**config.mk**
```make
export PLATFORM = sky130hd
export DESIGN_NAME = anton_neopixel_frame_scheduler
export DESIGN_NICKNAME = d
export VERILOG_FILES = /design/src/rtl/anton_neopixel_frame_scheduler.sv
export SDC_FILE = /design/constraint.sdc
export NUM_CORES = 1
export LEC_CHECK = 0
export CAP_MARGIN = 30
export CORE_ASPECT_RATIO = 0.6
export CORE_UTILIZATION = 55
export DETAILED_ROUTE_END_ITERATION = 10
export GPL_TIMING_DRIVEN = 0
export PLACE_DENSITY_LB_ADDON = 0.15
export SYNTH_ARGS = -nofsm -noshare
export SYNTH_HDL_FRONTEND = slang
export SYNTH_SLANG_ARGS = --single-unit
```
**constraint.sdc**
```tcl
create_clock -name clk6_4mhz -period 3.25 [get_ports clk6_4mhz]
set_input_delay 0.4875 -clock clk6_4mhz [delete_from_list [all_inputs] [get_ports clk6_4mhz]]
set_output_delay 0.4875 -clock clk6_4mhz [all_outputs]
set_load 0.01 [all_outputs]
```
**src/rtl/anton_neopixel_frame_scheduler.sv**
```systemverilog
// Frame pacing and double-buffer swap control for the neopixel stream.
// Issues one syncStart per frame slot and guards the stream with a frameDone watchdog.
module anton_neopixel_frame_scheduler #(
    parameter int FRAME_PERIOD  = 106666,
    parameter int TIMEOUT_TICKS = 640000,
    parameter int COUNT_BITS    = 16
) (
    input  logic                  clk6_4mhz,
    input  logic                  rstn,
    input  logic                  enable,
    input  logic                  swapReq,
    input  logic                  frameDone,
    input  logic                  clearFlags,
    output logic                  syncStart,
    output logic                  bufferSelect,
    output logic                  swapAck,
    output logic                  busy,
    output logic                  overrun,
    output logic                  timeoutErr,
    output logic [COUNT_BITS-1:0] frameCount
);

    localparam int PW = $clog2(FRAME_PERIOD);
    localparam int WW = $clog2(TIMEOUT_TICKS);

    typedef enum logic [1:0] {
        IDLE   = 2'd0,
        ARMED  = 2'd1,
        START  = 2'd2,
        STREAM = 2'd3
    } state_t;

    state_t        state;
    state_t        state_nxt;
    logic [PW-1:0] period_cnt;
    logic [WW-1:0] watchdog;
    logic          swap_pending;
    logic          tick;
    logic          wd_expire;
    logic          do_swap;
    logic          overrun_evt;
    logic          timeout_evt;
    logic          frame_done_evt;

    assign tick           = (state != IDLE) && (period_cnt == PW'(FRAME_PERIOD - 1));
    assign wd_expire      = (state == STREAM) && (watchdog == WW'(TIMEOUT_TICKS - 1));
    assign frame_done_evt = (state == STREAM) && frameDone;
    assign overrun_evt    = (state == STREAM) && tick && !frameDone;
    assign timeout_evt    = wd_expire && !frameDone;
    // A swapReq arriving in the very cycle we commit to START still lands in that frame.
    assign do_swap        = (state_nxt == START) && (swap_pending || swapReq);

    always_comb begin
        state_nxt = state;
        case (state)
            IDLE: begin
                if (enable) state_nxt = ARMED;
            end
            ARMED: begin
                if (!enable)  state_nxt = IDLE;
                else if (tick) state_nxt = START;
            end
            START: begin
                state_nxt = STREAM;
            end
            STREAM: begin
                if (frameDone) begin
                    if (tick && enable) state_nxt = START;
                    else if (!enable)   state_nxt = IDLE;
                    else                state_nxt = ARMED;
                end else if (wd_expire) begin
                    state_nxt = enable ? ARMED : IDLE;
                end
            end
            default: state_nxt = IDLE;
        endcase
    end

    always_ff @(posedge clk6_4mhz) begin
        if (!rstn) begin
            state        <= IDLE;
            period_cnt   <= '0;
            watchdog     <= '0;
            swap_pending <= 1'b0;
            syncStart    <= 1'b0;
            bufferSelect <= 1'b0;
            swapAck      <= 1'b0;
            busy         <= 1'b0;
            overrun      <= 1'b0;
            timeoutErr   <= 1'b0;
            frameCount   <= '0;
        end else begin
            state <= state_nxt;

            // Slot counter free-runs through START/STREAM so frame spacing never drifts.
            if (state == IDLE || period_cnt == PW'(FRAME_PERIOD - 1))
                period_cnt <= '0;
            else
                period_cnt <= period_cnt + PW'(1);

            if (state == STREAM && state_nxt == STREAM)
                watchdog <= watchdog + WW'(1);
            else
                watchdog <= '0;

            swap_pending <= do_swap ? 1'b0 : (swap_pending | swapReq);
            bufferSelect <= bufferSelect ^ do_swap;
            swapAck      <= do_swap;
            syncStart    <= (state_nxt == START);
            busy         <= (state_nxt == START) || (state_nxt == STREAM);

            if (frame_done_evt)
                frameCount <= frameCount + COUNT_BITS'(1);

            if (overrun_evt)     overrun <= 1'b1;
            else if (clearFlags) overrun <= 1'b0;

            if (timeout_evt)     timeoutErr <= 1'b1;
            else if (clearFlags) timeoutErr <= 1'b0;
        end
    end

endmodule

```
==> results of run 1 <==
## registers in the layout, summed over array words and instances, names as in the netlist
| register | flops |
|---|---|
| bufferSelect | 1 |
| busy | 1 |
| frameCount | 16 |
| overrun | 1 |
| period_cnt | 17 |
| state | 2 |
| swapAck | 1 |
| swap_pending | 1 |
| syncStart | 1 |
| timeoutErr | 1 |
| watchdog | 20 |
## critical path: stages
cell and delay [ns]:
clkdlybuf4s50_1 0.59, nand4_1 0.20, nor3_1 0.48, nand3_1 0.26
xnor2_1 0.17, and2_1 0.15
## cell families (layout without fill, tap and decap cells)
kind of cell | count (synthesis) | in the layout
and+or+nand+nor | 162 | 162
DFF | 62 | 62
xor gates and xnor gates | 44 | 44
buffers and inverters | 16 | 58
AOI/OAI and AO/OA | 14 | 14
adders and majority gates | 4 | 4
muxes | 2 | 2
## Yosys cell counts, drive strengths merged
library cell  number  share of area, %
nor2b              7               1.6
nor4bb             2              0.72
a31oi              1              0.23
nor2              46               6.3
a211oi             1              0.45
ha                 4               1.8
nor4               2              0.45
nand3             16               2.9
nand2             19               2.6
a21oi              3              0.54
nand4             15               3.4
a22o               1              0.32
inv                7              0.95
or2                1              0.23
and2              16               3.6
xnor2             30               9.5
and4bb             2              0.90
o21a               1              0.27
dfxtp             62                45
a21boi             1              0.27
mux2i              2              0.72
and4               7               2.3
o211ai             1              0.27
nor3b              3              0.99
xor2              14               4.4
nand2b             2              0.45
or3                4              0.90
clkbuf             3              0.41
nor3               7               2.0
nand3b             1              0.41
buf                6               1.3
o31ai              1              0.27
and3              11               2.5
o21ai              4              0.72
nor4b              1              0.54
## report_power, final
group / leakage (nW) / internal, mW / switching, mW
sequential: 0.500 / 0.762 / 0.00185
combinational: 0.522 / 0.00973 / 0.0137
clock: 0.120 / 0.494 / 0.286
total: 1.14 / 1.27 / 0.301
## final cells by class
class                           instances  area (um^2)  share of cell area [%]
Buffer                                  9         47.5                    1.42
Clock buffer                           13          169                    5.05
Clock inverter                          3         65.1                    1.95
Inverter                                7         26.3                   0.786
Multi-Input combinational cell        226         1460                    43.5
Sequential cell                        62         1240                    37.1
Tap cell                               63         78.8                    2.36
Timing Repair Buffer                   26          260                    7.78
## layer usage
metal  wire [um]  share of wire, %
met1        2920                52
met2        2310                41
met3         305               5.5
met4          47              0.84
met5           0                 0
## through the flow
step | hold WS (ns) | worst slack (ns)
3_3_place_gp | 0.442 | 0.861
5_1_grt | 0.487 | 0.963
2_1_floorplan | 0.429 | 1.69
6_report | 0.460 | 1.14
3_5_place_dp | 0.452 | 0.815
4_1_cts | 0.467 | 1.17
## worst paths after layout
check,endpoint,slack [ns],start,cells after the start
hold / removal,period_cnt[0],0.46,period_cnt[0],1
setup / recovery,frameCount[11],1.14,frameDone,6
hold reg to reg,period_cnt[0],0.46,period_cnt[0],1
setup reg to reg,bufferSelect,1.37,period_cnt[0],6
==> qor.yml, run 1 <==
drive_gt1_share_pct: 9.54
die_y_um: 57.0
core_region_area_mm2: 0.00471
synthSimpleGateAreaFrac_pct: 32.8
antenna_found_initial: 0
place_area_mm2: 0.00311
fin_skew_ns: 0.00734
port-buffer-count: 26
cp-start-kind: "input port"
dieArea_mm2: 0.00534
gr-usage-met2_pct: 32.7
crit_path_max_fanout: 5
cp-end-kind: "register"
mostFrequentLayoutCell: "dfxtp_1"
antenna_cells: 0
muxShareOfSynthArea_pct: 0.722
grt_pass1_vias: 1939
grt_usage_pct: 23.3
p_per_area_mw_per_mm2: 469
status: "completed"
final_cell_mix: "dfxtp_1, nor2_1, xnor2_1"
worstSkewPairLatency_ns: 0.33
setup_viol: 0
synth_top_family_by_area: "simple AND/OR/NAND/NOR gates"
use_met3_pct: 8.00
cts_setup_buffers: 0
tightestPinTransition_ns: 0.559
dp.cells: 393
design_area_mm2: 0.00334
relSlewSlack_pct: 62.5
cts-root-buf: "clkbuf_8"
peakVddDrop_mv: 0.344
fp-row-count: 19
first_iter_violations: 181
maxCapViolations: 0
yosysUniqueCellTypes: 41
final_util_pct: 71.1
period_needed_ns: 2.11
start_util_pct: 58.9
hold_violations: 0
clk_path_buf_depth: 2
area_delta_synth_final_pct: 20.7
synth_fp_nets: 314
num_io_pins: 28
min-delay-path-class: "register to register"
holdBufCountCts: 0
final_nets: 351
drc: 0
grt_busiest_layer: "met1"
cts_buffers: 9
crit_type: "input port to register"
syn_area_per_cell_um2: 9.12
gp_congestion: 0.773
critPathRequiredTime_ns: 3.48
yosys_warnings: 0
dieWidth_um: 93.6
hpwl_um: 4000
vias: 2143
grt_max_degree: 11
firstDrtPassIters: 4
slew_violations: 0
cts_tree: "done"
path_clk_slew_ns: 0.06
fin_tns_setup_ns: 0
synth_fa_ha_area_share_pct: 1.81
netlist_area_mm2: 0.00277
postCtsResizedCells: 0
crit_arrival_ns: 2.34
final_cells: 409
clock.fmax_mhz: 473
vias_per_cell: 5.24
grt_use_met1_pct: 33.9
yosysSeqAreaShare_pct: 44.8
synth_cells: 304
p_leak_nw: 1.14
wl_per_cell_um: 13.7
routed_wl_um: 5580
cts_sinks: 62
grt_pass1_wl_um: 9340
fillers: 387
fin_crit_sh_pct: 65.0
rsz0062_at_grt: "no"
synth-xor-area-share_pct: 13.9
total_power_mw: 1.57
ant_nets: 0
synth-compound-area-share_pct: 3.34
ys_seq_elements: 62
cts_htree_levels: 3
gr-total-overflow: 0
No activity file was read; power rests on OpenSTA's default activity.
==> run 2, diff against run 1 <==
Clock period 3.25 ns to 2.1 ns, I/O delays scaled along.
==> run 2 against run 1 <==
- total power grew 55%
- sequential share of layout area shrank 0.055 points
- clock skew about the same
- combinational power is 54% higher
- sequential power rose by 54%
- cell count did not move
- via count fell by 0.37%
- routed wire length fell by 0.77%
- non-clock buffer count stayed put
- utilization up 0.11 points
- clock power rose by 55%
- critical endpoint is now bufferSelect
==> qor.yml, run 2 (same netlist as run 1, synthesis figures left out) <==
port-buffer-count: 26  # unchanged
worstSkewPairLatency_ns: 0.33  # about the same
rsz0062_at_grt: "no"
hold_ws_ns: 0.425  # -0.0351 ns
min-delay-path-class: "input port to register"
wl_met1_um: 2900  # -0.62%
setup_viol: 0  # unchanged
core_region_area_mm2: 0.00471  # unchanged
area_delta_synth_final_pct: 20.9
hold_violations: 0  # unchanged
vias: 2135  # -0.37%
antenna_found_initial: 0  # unchanged
clock.fmax_mhz: 532
critPathRequiredTime_ns: 2.35  # -1.13 ns
maxCapViolations: 0  # unchanged
cts_htree_levels: 3  # unchanged
cp-end-kind: "register"
period_needed_ns: 1.88
dr_wl_met2_um: 2320  # +0.69%
num_io_pins: 28  # unchanged
grt_usage_pct: 23.3  # unchanged
gp_congestion: 0.773  # unchanged
dieWidth_um: 93.6  # unchanged
die_y_um: 57.0  # unchanged
critPathSlowestCell: "dfxtp_1"
worstPathCellList: "ha_1 > nor4bb_1 > and4_4 > nand4_1 > a211oi_2 > mux2i_1"
final_cell_mix: "dfxtp_1, nor2_1, xnor2_1"
mostFrequentLayoutCell: "dfxtp_1"
tightestPinTransition_ns: 0.397  # -0.161 ns
fp-row-count: 19  # unchanged
crit_arrival_ns: 2.13  # -0.21 ns
highest_layer: "met4"
path_clk_slew_ns: 0.06  # about the same
final_nets: 351  # unchanged
firstDrtPassIters: 5  # +1
max_stage_delay_ns: 0.37  # -0.22 ns
final_util_pct: 71.2  # +0.11 points
cts_tree: "done"
grt_pass1_wl_um: 9340  # unchanged
grt_pass1_vias: 1939  # unchanged
start_util_pct: 58.9  # unchanged
clk_path_buf_depth: 2  # unchanged
fin_skew_ns: 0.00765  # +0.000313 ns
dr_wl_met3_um: 273  # -10%
vias_per_cell: 5.22  # -0.37%
hpwl_um: 4000  # unchanged
drive_gt1_share_pct: 9.83  # +0.29 points
top_register: "watchdog"
relSlewSlack_pct: 73.5  # +11 points
drc: 0  # unchanged
antenna_cells: 0  # unchanged
top_regs: "watchdog (20), period_cnt (17), frameCount (16)"
slew_violations: 0  # unchanged
p_leak_nw: 1.14  # about the same
cts-root-buf: "clkbuf_8"
p_per_area_mw_per_mm2: 724  # +54%
crit_path_max_fanout: 5  # unchanged
wl_per_cell_um: 13.5  # -0.77%
largest_reg_flops: 20  # unchanged
peakVddDrop_mv: 0.533  # +55%
routed_wl_um: 5540  # -0.77%
cts_buffers: 9  # unchanged
grt_max_degree: 11  # unchanged
fin_crit_sh_pct: 89.5
gr-total-overflow: 0  # unchanged
first_iter_violations: 165  # -8.8%
cts_sinks: 62  # unchanged
status: "completed"
ant_nets: 0  # unchanged
holdBufCountCts: 0  # unchanged
dieArea_mm2: 0.00534  # unchanged
cp-start-kind: "register"
crit_type: "register to register"
[run 2: final timing paths]
path | startpoint | endpoint | slack, ns | cells after the start
max | period_cnt[0] | bufferSelect | 0.22 | 6
min | rstn | bufferSelect | 0.42 | 3
max reg2reg | period_cnt[0] | bufferSelect | 0.22 | 6
min reg2reg | period_cnt[0] | period_cnt[0] | 0.46 | 1
[run 2: cell type report]
class | instances | area (um^2)
Buffer | 9 | 47.5
Clock buffer | 13 | 169
Clock inverter | 3 | 65.1
Fill cell | 386 | 1360
Inverter | 7 | 26.3
Multi-Input combinational cell | 226 | 1460
Sequential cell | 62 | 1240
Tap cell | 63 | 78.8
Timing Repair Buffer | 26 | 260
[run 2: worst max-delay path: cells and delay by family (launching register included)]
kind | cells | cell delay (ns)
and+or+nand+nor | 3 | 0.81
adders and majority gates | 1 | 0.17
AOI/OAI and AO/OA | 1 | 0.25
muxes | 1 | 0.21
DFF | 1 | 0.37
[run 2: through the flow]
stage	instances	setup TNS, ns	power (mW)	worst slack (ns)	instance area [um^2]
final	409	0	2.42	0.220	3350
after CTS	409	0	2.45	0.176	3340
after global routing	409	0	2.51	0.0628	3350
after detailed placement	393	-0.639	1.24	-0.163	3110
after global placement	393	-0.379	1.24	-0.117	3110
after floorplan	304	0	1.23	0.569	2770
[run 2: what timing repair did]
action	4_1_cts	5_1_grt
gates resized for setup	0	1
setup buffers	0	0
setup endpoints to repair	0	1
[run 2: power breakdown]
| part | switching, mW | total (mW) | leakage [nW] | internal [mW] |
|---|---|---|---|---|
| registers | 0.00297 | 1.18 | 0.500 | 1.18 |
| clock network | 0.442 | 1.21 | 0.120 | 0.765 |
| logic | 0.0211 | 0.0361 | 0.522 | 0.0150 |
| total | 0.466 | 2.42 | 1.14 | 1.96 |
[run 2: routing by layer]
layer	vias to the layer above	global-route usage, %
met1	964	33.9
met2	56	32.7
li1	1109	-
met5	-	0
met4	0	6.59
met3	6	8.00
